--- config.mk ---
export PLATFORM = sky130hd
export DESIGN_NAME = bus_unpacker
export DESIGN_NICKNAME = d
export VERILOG_FILES = /design/src/rtl/bus_unpacker.sv
export SDC_FILE = /design/constraint.sdc
export NUM_CORES = 1
export LEC_CHECK = 0
export CORE_ASPECT_RATIO = 0.75
export CORE_UTILIZATION = 52
export DETAILED_ROUTE_END_ITERATION = 6
export PLACE_DENSITY = 0.75
export SYNTH_ARGS = -nofsm -noshare
export SYNTH_HDL_FRONTEND = slang
export SYNTH_SLANG_ARGS = --single-unit
export TNS_END_PERCENT = 50
--- constraint.sdc ---
create_clock -name clk -period 3 [get_ports clk]
set_input_delay 0.6 -clock clk [delete_from_list [all_inputs] [get_ports clk]]
set_output_delay 0.6 -clock clk [all_outputs]
set_load 0.01 [all_outputs]
--- src/rtl/bus_unpacker.sv ---
// bus_unpacker: buffers 32-bit packed bus words and re-expands each word into
// a stream of 21-bit items, one per (optionally non-zero) byte lane, tagged
// with lane index, last-of-word flag and a per-word sequence number.
module bus_unpacker #(
  parameter int DATA_SIZE  = 32,
  parameter int OUT_SIZE   = 21,
  parameter int FIFO_DEPTH = 4
) (
  input  logic                          clk,
  input  logic                          rst,
  input  logic                          in_valid,
  output logic                          in_ready,
  input  logic [DATA_SIZE-1:0]          in_data,
  input  logic                          skip_zero,
  output logic                          out_valid,
  input  logic                          out_ready,
  output logic [OUT_SIZE-1:0]           out_data,
  output logic                          buf_empty,
  output logic                          buf_full,
  output logic [$clog2(FIFO_DEPTH):0]   fifo_counter
);

  localparam int AW = $clog2(FIFO_DEPTH);
  localparam int CW = AW + 1;

  typedef enum logic {IDLE, EMIT} state_t;

  logic [DATA_SIZE-1:0] mem [FIFO_DEPTH];
  logic [AW-1:0]        wr_ptr, rd_ptr;

  state_t      state;
  logic [31:0] word_reg;
  logic [3:0]  lane_mask;   // lanes of word_reg still to be emitted, incl. current
  logic [7:0]  seq;         // number to assign to the next popped word
  logic [7:0]  word_seq;    // number assigned to the word in word_reg

  logic        push, pop, handshake, word_done;
  logic [1:0]  cur_lane;
  logic [3:0]  rem_mask;
  logic [31:0] head;
  logic [3:0]  head_mask;

  // Lowest set bit of a 4-bit lane mask.
  function automatic logic [1:0] lowest(input logic [3:0] m);
    casez (m)
      4'b???1: return 2'd0;
      4'b??10: return 2'd1;
      4'b?100: return 2'd2;
      default: return 2'd3;
    endcase
  endfunction

  // Item for the lowest set lane of m: {seq, last, lane, byte}.
  function automatic logic [20:0] make_item(input logic [31:0] w,
                                            input logic [3:0]  m,
                                            input logic [7:0]  sq);
    logic [1:0] l;
    logic [3:0] rest;
    l    = lowest(m);
    rest = m & ~(4'b0001 << l);
    return {sq, (rest == 4'd0), {2'b00, l}, w[8*l +: 8]};
  endfunction

  assign buf_empty = (fifo_counter == '0);
  assign buf_full  = (fifo_counter == CW'(FIFO_DEPTH));
  assign in_ready  = !buf_full;
  assign push      = in_valid && in_ready;
  assign handshake = out_valid && out_ready;

  assign cur_lane  = lowest(lane_mask);
  assign rem_mask  = lane_mask & ~(4'b0001 << cur_lane);
  // The unpack stage is free for a new word when idle, or when the last lane
  // of the current word is accepted this cycle (no-bubble reload).
  assign word_done = (state == IDLE) || (handshake && (rem_mask == 4'd0));
  assign pop       = word_done && !buf_empty;
  assign head      = mem[rd_ptr][31:0];

  // Lanes to emit for the word at the buffer head; skip_zero applies at pop.
  always_comb begin
    head_mask = 4'b1111;
    if (skip_zero) begin
      for (int k = 0; k < 4; k++) head_mask[k] = (head[8*k +: 8] != 8'h00);
    end
  end

  // Buffer storage: contents are deliberately left out of reset.
  always_ff @(posedge clk) begin
    if (push) mem[wr_ptr] <= in_data;
  end

  // Buffer pointers and occupancy.
  always_ff @(posedge clk or posedge rst) begin
    if (rst) begin
      wr_ptr       <= '0;
      rd_ptr       <= '0;
      fifo_counter <= '0;
    end else begin
      if (push) wr_ptr <= wr_ptr + AW'(1);
      if (pop)  rd_ptr <= rd_ptr + AW'(1);
      case ({push, pop})
        2'b10:   fifo_counter <= fifo_counter + CW'(1);
        2'b01:   fifo_counter <= fifo_counter - CW'(1);
        default: fifo_counter <= fifo_counter;
      endcase
    end
  end

  // Unpack FSM with registered item output.
  always_ff @(posedge clk or posedge rst) begin
    if (rst) begin
      state     <= IDLE;
      word_reg  <= '0;
      lane_mask <= '0;
      seq       <= '0;
      word_seq  <= '0;
      out_valid <= 1'b0;
      out_data  <= '0;
    end else if (pop) begin
      // All-zero words under skip_zero still consume a sequence number.
      seq       <= seq + 8'd1;
      word_seq  <= seq;
      word_reg  <= head;
      lane_mask <= head_mask;
      if (head_mask != 4'd0) begin
        state     <= EMIT;
        out_valid <= 1'b1;
        out_data  <= OUT_SIZE'(make_item(head, head_mask, seq));
      end else begin
        state     <= IDLE;
        out_valid <= 1'b0;
      end
    end else if (state == EMIT && handshake) begin
      if (rem_mask != 4'd0) begin
        lane_mask <= rem_mask;
        out_data  <= OUT_SIZE'(make_item(word_reg, rem_mask, word_seq));
      end else begin
        state     <= IDLE;
        lane_mask <= '0;
        out_valid <= 1'b0;
      end
    end
  end

endmodule
==> impl_metrics.yaml, run 1 <==
final_layout:
  fin_nets: 730
  fin_area_mm2: 0.0105
  multi_input_area_mm2: 0.00269
  syn_to_final_growth_pct: 23.0
  fin_cells: 909
  layout-drive-gt1-share: 0.240
  nFillCells: 1158
  fin_util: 0.656
  largest_reg_flops: 128
  regArea_mm2: 0.00562
  antenna_cells: 0
floorplan:
  dieArea_mm2: 0.0170
  row_count: 40
  ios: 65
  die_h_um: 113
  die_x_um: 150
  coreArea_mm2: 0.0160
  start_util: 0.534
worst_hold_path:
  hold_class: "flop to flop"
  hold_depth: 2
cts:
  cts.sinks: 199
  path_clk_slew_ps: 70
  clk_path_buf_depth: 2
  ctsHoldBuffers: 0
  root_buffer: "clkbuf_16"
  clk_latency_ps: 440
  tritoncts: "yes"
  h-tree-depth: 4
  cts_made_buffers: 17
synth:
  synthCells: 567
  syn_area_per_cell_um2: 15.1
  synth_area_leader_cell: "edfxtp_1"
  synthTopCellsByArea: "edfxtp_1 (45%), dfrtp_1 (21%), mux4_2 (6.6%)"
  yosys.cell_types.count: 65
  yosys_warnings: 0
  muxShareOfSynthArea: 0.120
  ys.flop_type: "edfxtp_1"
  yosysTopAreaCellShare: 0.450
  yosysMostFrequentCell: "edfxtp_1"
  synth_commonest_cells: "edfxtp_1 (128), nand2_1 (88), dfrtp_1 (71)"
  netlist_area_mm2: 0.00854
  synth_compound_area_frac: 0.0615
  synth_edf_count: 128
  synthArstFlopShare: 0.357
  synth_adder_area_share: 0.0135
  synth_top_family_by_area: "multiplexers"
  ys_seq_elements: 199
  synthXorXnorAreaFrac: 0.0144
  yosysSeqAreaShare: 0.658
  yosys.area_share.simple: 0.0988
routing:
  vias: 5270
  antenna_left: 0
  post-route-drc-count: 0
  drtIter0Drc: 548
  firstDrtPassIters: 4
  drt_wl_total_mm: 19.1
  detail_route.vias_per_cell: 5.80
  wl_per_cell_um: 21.1
placement:
  port_buffers: 62
  place_inst: 870
  place_area_mm2: 0.00976
  place.gp.congestion: 0.904
  post-dp-hpwl_mm: 13.0
worst_setup_path:
  worstSetupStartpointType: "flop"
  endpoint_kind: "flop"
  max_stage_delay_ps: 590
  critPathTopFamily: "simple AND/OR/NAND/NOR gates"
  path_class: "flop to flop"
  crit_buf_inv: 2
  crit_chain: "buf_12 > buf_6 > mux4_2 > nor4_4 > nand3_2 > or4_4 > a21o_4 > mux2_4"
  path_max_fanout: 7
  cp.required_ps: 3320
  r2r_cells: 8
  critPathSlowestCell: "or4_4"
  critPathArrivalTime_ps: 3360
  crit_cells: 8
sta:
  tightestPinTransition_ps: 696
  rsz0062_at_grt: "true"
  post-route-period-util: 1.02
  max-slew-margin-rel: 0.531
  skew_ps: 10.6
  max_freq_mhz: 328
  slew_violations: 0
  worst_slack_ps: -46.2
  setup_tns_ps: -229
  setup_viol: 9
  hold_viol_final: 0
  min_period_ps: 3050
power_and_ir_drop:
  ir_drop_uv: 497
  cellLeakagePower_nw: 4.08
  power_density_mw_per_mm2: 1100
  p_total_w: 0.0115
status:
  violations: "negative setup slack"
  status: "finished, violations left"
grt:
  grt_pass1_wl_mm: 30.5
  grt.overflow.total: 0
  antenna_found_initial: 0
  grtUsageTotal: 0.244
  grt_pass1_vias: 5452
  grt_max_degree: 36
run:
  cap_violations: 0
==> final timing paths <==
check                        startpoint      endpoint  slack, ps
setup reg to reg              rd_ptr[0]  out_data[14]        -50
min in group asynchronous           rst        seq[6]        530
max in group asynchronous           rst     rd_ptr[0]       1850
hold / removal             word_reg[14]  word_reg[14]        480
setup / recovery              rd_ptr[0]  out_data[14]        -50
hold reg to reg            word_reg[14]  word_reg[14]        480
==> routing by layer <==
metal	vias to the layer above	part of all wire	wire length (um)	GRT usage
li1	2393	-	-	-
met1	2680	0.47	8930	0.361
met2	177	0.47	8910	0.358
met3	20	0.055	1050	0.0593
met4	0	0.013	246	0.0754
met5	-	0	0	0
==> placed cells by master, fill, tap and decap left out, types with 6 or more instances in the layout <==
master / count
edfxtp_1: 128
nand2_1: 88
dfrtp_1: 70
clkdlybuf4s50_1: 62
buf_4: 61
mux4_2: 28
clkbuf_16: 18
inv_1: 16
nor2_1: 14
mux2_2: 12
o21ai_0: 11
xnor2_1: 11
nand3_1: 9
a21oi_1: 9
and3_1: 8
nand4_1: 7
a31oi_1: 7
mux2i_1: 7
o221ai_1: 7
ha_1: 6
buf_12: 6
==> kinds of logic after synthesis <==
group,count (synthesis)
DFF,199
AOI/OAI and AO/OA,72
and+or+nand+nor,165
other,1
buffers and inverters,51
xor gates and xnor gates,14
adders and majority gates,9
muxes,56
==> worst reg2reg max path, cell delays in order (launching register included) <==
cell and delay [ps]:
dfrtp_2 490, buf_12 160, buf_6 90, mux4_2 530
nor4_4 360, nand3_2 120, or4_4 590, a21o_4 280
mux2_4 310
==> final cells by class <==
type | instances | share of cell area
tap | 210 | 0.0250
inverter | 17 | 0.00607
multi-input combinational | 319 | 0.256
sequential | 199 | 0.535
clock buffer | 17 | 0.0405
timing repair buffer | 132 | 0.119
clock inverter | 15 | 0.0190
==> stage by stage <==
stage / hold slack, ps / worst slack (ps)
2_1_floorplan: 442 / -32.4
3_3_place_gp: 461 / 10.4
3_5_place_dp: 464 / -57.4
4_1_cts: 482 / -19.6
5_1_grt: 506 / -101
6_report: 485 / -46.2
==> where the power goes <==
| group | total (W) | leakage (nW) | switching [W] | internal (W) |
|---|---|---|---|---|
| logic | 0.00498 | 1.73 | 0.00261 | 0.00237 |
| registers | 0.00415 | 2.05 | 0.000399 | 0.00375 |
| clock network | 0.00239 | 0.307 | 0.00111 | 0.00128 |
==> what timing repair did <==
item | in CTS | in global routing
pin swaps | 0 | 8
gates cloned | 0 | 2
resized for setup | 6 | 12
endpoints found under the setup margin | 16 | 17
buffers inserted | 1 | 4
Note: power is estimated with default switching activity, not from simulation.
==> inputs of run 2 (changes only) <==
--- a/config.mk
+++ b/config.mk
@@ -8,6 +8,7 @@
 export CORE_ASPECT_RATIO = 0.75
 export CORE_UTILIZATION = 52
 export DETAILED_ROUTE_END_ITERATION = 6
+export GPL_ROUTABILITY_DRIVEN = 1
 export PLACE_DENSITY = 0.75
 export SYNTH_ARGS = -nofsm -noshare
 export SYNTH_HDL_FRONTEND = slang
==> results of run 2 <==
Final layout, timing and power as in run 1 (identical DEF).
==> inputs of run 3 (changes only) <==
--- a/config.mk
+++ b/config.mk
@@ -7,6 +7,7 @@
 export LEC_CHECK = 0
 export CORE_ASPECT_RATIO = 0.75
 export CORE_UTILIZATION = 52
+export CTS_BUF_LIST = sky130_fd_sc_hd__clkbuf_16
 export DETAILED_ROUTE_END_ITERATION = 6
 export GPL_ROUTABILITY_DRIVEN = 1
 export PLACE_DENSITY = 0.75
==> results of run 3 <==
Final layout, timing and power as in run 1 (identical DEF).
